`src/rtl/gcm_axis_block_detector.sv`:
```
// gcm_axis_block_detector: per-stream AXI-Stream stall detector with one report per stall episode
module gcm_axis_block_detector #(
  parameter int NUM_STREAMS  = 7,
  parameter int CNT_W        = 16,
  parameter int STALL_THRESH = 1024,
  parameter int IDX_W        = 3
) (
  input  logic                   clock,
  input  logic                   reset,
  input  logic                   enable,
  input  logic [NUM_STREAMS-1:0] tap_tvalid,
  input  logic [NUM_STREAMS-1:0] tap_tready,
  output logic [NUM_STREAMS-1:0] axis_block_sigs,
  output logic                   any_block,
  output logic                   report_valid,
  input  logic                   report_ready,
  output logic [IDX_W-1:0]       report_idx,
  output logic                   report_kind
);
  typedef enum logic [1:0] {S_IDLE, S_REPORT, S_WAIT_CLEAR} state_t;
  localparam logic [CNT_W-1:0] THRESH = CNT_W'(STALL_THRESH);
  state_t                   state_q;
  logic [CNT_W-1:0]         cnt_q [NUM_STREAMS];
  logic [CNT_W-1:0]         cnt_d [NUM_STREAMS];
  logic [NUM_STREAMS-1:0]   kind_q, kind_d, block_q, block_d;
  logic                     any_block_q, report_valid_q, report_kind_q;
  logic [IDX_W-1:0]         report_idx_q, first_idx;
  logic                     first_kind;
  always_comb begin
    kind_d    = kind_q;
    block_d   = '0;
    first_idx = '0;
    first_kind = 1'b0;
    for (int i = 0; i < NUM_STREAMS; i++) begin
      kind_d[i]  = (enable && (tap_tvalid[i] ^ tap_tready[i])) ? tap_tvalid[i] : kind_q[i];
      cnt_d[i]   = (!enable || !(tap_tvalid[i] ^ tap_tready[i])) ? '0 :
                   (tap_tvalid[i] != kind_q[i]) ? CNT_W'(1) :
                   (cnt_q[i] == THRESH) ? THRESH : cnt_q[i] + 1'b1;
      block_d[i] = enable && (tap_tvalid[i] ^ tap_tready[i]) && (cnt_d[i] == THRESH);
    end
    // descending scan leaves the lowest blocked index as the winner
    for (int i = NUM_STREAMS - 1; i >= 0; i--) begin
      if (block_d[i]) begin
        first_idx  = IDX_W'(i);
        first_kind = kind_d[i];
      end
    end
  end
  always_ff @(posedge clock) begin
    if (reset) begin
      for (int i = 0; i < NUM_STREAMS; i++) cnt_q[i] <= '0;
      kind_q         <= '0;
      block_q        <= '0;
      any_block_q    <= 1'b0;
      report_valid_q <= 1'b0;
      report_idx_q   <= '0;
      report_kind_q  <= 1'b0;
      state_q        <= S_IDLE;
    end else begin
      for (int i = 0; i < NUM_STREAMS; i++) cnt_q[i] <= cnt_d[i];
      kind_q      <= kind_d;
      block_q     <= block_d;
      any_block_q <= |block_d;
      if (!enable) begin
        report_valid_q <= 1'b0;
        state_q        <= S_IDLE;
      end else begin
        case (state_q)
          S_IDLE: if (|block_d) begin
            report_idx_q   <= first_idx;
            report_kind_q  <= first_kind;
            report_valid_q <= 1'b1;
            state_q        <= S_REPORT;
          end
          S_REPORT: if (report_ready) begin
            report_valid_q <= 1'b0;
            state_q        <= S_WAIT_CLEAR;
          end
          S_WAIT_CLEAR: if (block_q == '0) state_q <= S_IDLE;
          default: state_q <= S_IDLE;
        endcase
      end
    end
  end
  assign axis_block_sigs = block_q;
  assign any_block       = any_block_q;
  assign report_valid    = report_valid_q;
  assign report_idx      = report_idx_q;
  assign report_kind     = report_kind_q;
endmodule

```
`config.mk`:
```
export PLATFORM = sky130hd
export DESIGN_NAME = gcm_axis_block_detector
export DESIGN_NICKNAME = d
export VERILOG_FILES = /design/src/rtl/gcm_axis_block_detector.sv
export SDC_FILE = /design/constraint.sdc
export NUM_CORES = 1
export LEC_CHECK = 0
export ABC_CLOCK_PERIOD_IN_PS = 4200
export BUFFER_PORTS_ARGS = -buffer_cell sky130_fd_sc_hd__clkbuf_2
export CORE_UTILIZATION = 30
export CTS_BUF_LIST = sky130_fd_sc_hd__clkbuf_2 sky130_fd_sc_hd__clkbuf_4 sky130_fd_sc_hd__clkbuf_8
export DETAILED_ROUTE_END_ITERATION = 10
export SLEW_MARGIN = 5
export SYNTH_ARGS = -nofsm -noshare
export SYNTH_HDL_FRONTEND = slang
export SYNTH_SLANG_ARGS = --single-unit
export TNS_END_PERCENT = 100
```
`constraint.sdc`:
```
create_clock -name clock -period 4.2 [get_ports clock]
set_clock_uncertainty 0.15 [all_clocks]
set_input_delay 0.42 -clock clock [delete_from_list [all_inputs] [get_ports clock]]
set_output_delay 0.42 -clock clock [all_outputs]
set_load 0.01 [all_outputs]
```
==> impl_metrics.toml <==
[grt]
grt_usage_pct = 13.7
grt_pass1_vias = 5898
grt_remaining_overflow = 0
grt_first_pass_wirelength_um = 29400
antenna_found_initial = 2
grt_max_degree = 22

[detailed_routing]
via_per_inst = 4.98
drtIter0Drc = 440
vias = 6432
dr_wl_met3_um = 578
first_pass_iters = 5
drc_errors = 0
wl_um = 17200
wl_per_cell_um = 13.3
routed-wl-met2_um = 7370
highest_layer = "met5"
met1_length_um = 8990
postRouteAntennaNets = 0

[sta]
rsz0062_at_grt = "no"
min_period_ns = 3.24
setup_viol = 0
setup_ws_ns = 0.959
fin_crit_sh_pct = 77.2
slew_viol_final = 0
maxSlewHeadroom_pct = 55.7
worst_pin_slew_ns = 0.647
setup_tns_ns = 0
hold-worst-slack_ns = 0.152
max_freq_mhz = 309
finalHoldViolCount = 0

[power_and_ir_drop]
pwr-share-clk_pct = 44.7
p_sw_mw = 0.616
ir_drop_v = 0.000151
p_seq_share_pct = 51.2
total_power_mw = 2.51
leakagePower_nw = 2.68
power.internal_mw = 1.90
p_per_area_nw_per_um2 = 299
swShare_pct = 24.5
pwr-share-comb_pct = 4.1

[logic_synthesis]
synth_cell_type_count = 82
synth_area_um2 = 7710
ys_top_cells_by_area = "dfxtp_1 (35%), xnor2_1 (8.2%), nor2_1 (6.7%), xor2_1 (6.0%), nor3_1 (3.7%)"
ys_ff_latch = 134
yosys.area.top_type_share_pct = 34.8
yosysMostFrequentCell = "nor2_1"
synth_nets = 985
synth_ff_type = "dfxtp_1"
yosys.area.top_type = "dfxtp_1"
syn_area_per_cell_um2 = 8.09
synth_cells = 953
yosysSeqAreaShare_pct = 34.8
synth_edf_count = 0
synth_common_cells = "nor2_1 (138), dfxtp_1 (134), xnor2_1 (72)"
synth-async-reset-ratio_pct = 0
synth-warning-count = 0

[clock_network]
clk_path_buf_depth = 2
post_cts_buffers = 0
cts-root-buf = "clkbuf_8"
postCtsHoldBufs = 0
tritoncts = "built"
clock_latency_ns = 0.45
cts_buffers = 17
cts_sinks = 134
cts_resized = 0
clk_pin_slew_worst_paths_ns = 0.08
htreeDepth = 4

[cells_and_area]
final_area_um2 = 8410
fillerInstances = 2614
nets = 980
layout.area.seq_um2 = 2680
final_util_pct = 33.4
drive_above_1_share_pct = 10.5
area_growth_pct = 9.09
stdcell_count = 1292
multi_input_area_um2 = 4610

[setup_path]
cp_max_fo = 6
end_kind = "register"
r2r_setup_slack_ns = 0.96
required_ns = 4.43
critical_path_class = "reg -> reg"
worstPathArrival_ns = 3.47
r2r_start = "cnt_q[5][0]"
cp-start-kind = "register"
reg2regPathDepth = 10
rr_endpoint = "report_kind"

[worst_hold_path]
worstHoldStart = "tap_tvalid[1]"
hold_depth = 3
min_path_type = "in -> reg"
holdPathEnd = "cnt_q[1][0]"

[placed_design]
portBuffers = 30
gp_congestion = 0.839
hpwl_um = 12400
pre_cts_slack_ns = 1.01
dpl_cell_area_um2 = 7990
dpl.cell_count = 1259

[die]
die_w_um = 162
placeableCoreArea_um2 = 25200
die_y_um = 162
rows = 58
io_pins = 31
start_util_pct = 30.6
die_area_um2 = 26400

[run_status]
outcome = "finished, final reports clean"

[flow_run]
cap_violations = 0
[layout by cell type (no fill, tap or decap), types with 4 or more instances in the layout]
cell type   instances
clkinvlp_4          4
inv_1              33
nand4_1            39
a31oi_1             9
nor4_1             18
nor3_1             57
a21oi_1            28
mux2i_1             4
o211ai_1            4
or3_1              13
nor3b_1             7
nand2_1            63
and3_1             15
o211a_1             4
xor2_1             53
o22ai_1             5
o2111ai_1           4
nor2_1            138
and2_1              4
xnor2_1            72
nand3_1            44
a31o_2              5
nand2b_1            7
o21ai_0            20
and4_1             12
ha_1               14
dfxtp_1           134
clkbuf_8           20
clkbuf_2           30
or2_2               8
nor2b_1            11
[power by group through the flow]
stage | registers [mW] | logic [mW] | clock network, mW
5_1_grt | 1.29 | 0.116 | 1.22
6_report | 1.29 | 0.102 | 1.12
3_5_place_dp | 1.32 | 0.103 | 0
4_1_cts | 1.29 | 0.104 | 1.17
2_1_floorplan | 1.31 | 0.0697 | 0
3_3_place_gp | 1.32 | 0.102 | 0
[worst max-delay path, cell delays in order, from the launching register on]
cell and delay, ns:
dfxtp_1 0.44, ha_1 0.31, and4_1 0.34, nand4_1 0.14
xor2_1 0.21, o2111ai_1 0.16, o41ai_2 0.65, nand3_1 0.18
a311oi_1 0.32, o311ai_1 0.13, a21oi_2 0.16
[sequential cells by signal (all words and copies together) (netlist names)]
register / flops
report_idx: 3
report_valid: 1
any_block: 1
report_kind: 1
axis_block_sigs: 7
state_q: 2
kind_q: 7
cnt_q: 112
[metal layers]
metal	GRT usage, %	vias to the layer above
li1	-	3348
met1	19.3	2992
met2	20.3	70
met3	3.00	20
met4	4.85	2
met5	0	-
[area by class of cell]
type / instances / share of cell area [%]
clock inverter: 12 / 1.70
multi-input combinational: 730 / 54.8
antenna: 1 / 0.0297
timing repair buffer: 31 / 1.87
clock buffer: 20 / 3.27
sequential: 134 / 31.9
tap: 330 / 4.91
inverter: 34 / 1.52
[cell families (layout without fill, tap and decap cells)]
| group | count (synthesis) | in the layout | synth area share [%] |
|---|---|---|---|
| AO/OA/AOI/OAI | 125 | 125 | 11.9 |
| XOR/XNOR | 125 | 125 | 14.2 |
| adder cells (fa/ha/maj) | 14 | 14 | 2.27 |
| buffers and inverters | 89 | 97 | 5.42 |
| flip-flops | 134 | 134 | 34.8 |
| multiplexers | 4 | 4 | 0.519 |
| other | 0 | 1 | 0 |
| AND/OR/NAND/NOR | 462 | 462 | 31.0 |
[worst max-delay path by stage]
stage	from	endpoint	slack, ns	cells past startpoint
after floorplan	cnt_q[2][0]	report_kind	1.34	11
after global placement	cnt_q[5][0]	report_kind	0.98	10
after detailed placement	cnt_q[5][0]	report_kind	1.01	10
after CTS	cnt_q[5][0]	report_kind	0.96	10
after global routing	cnt_q[5][0]	report_kind	0.67	10
final	cnt_q[5][0]	report_kind	0.96	10
Note: power is estimated with default switching activity, not from simulation.
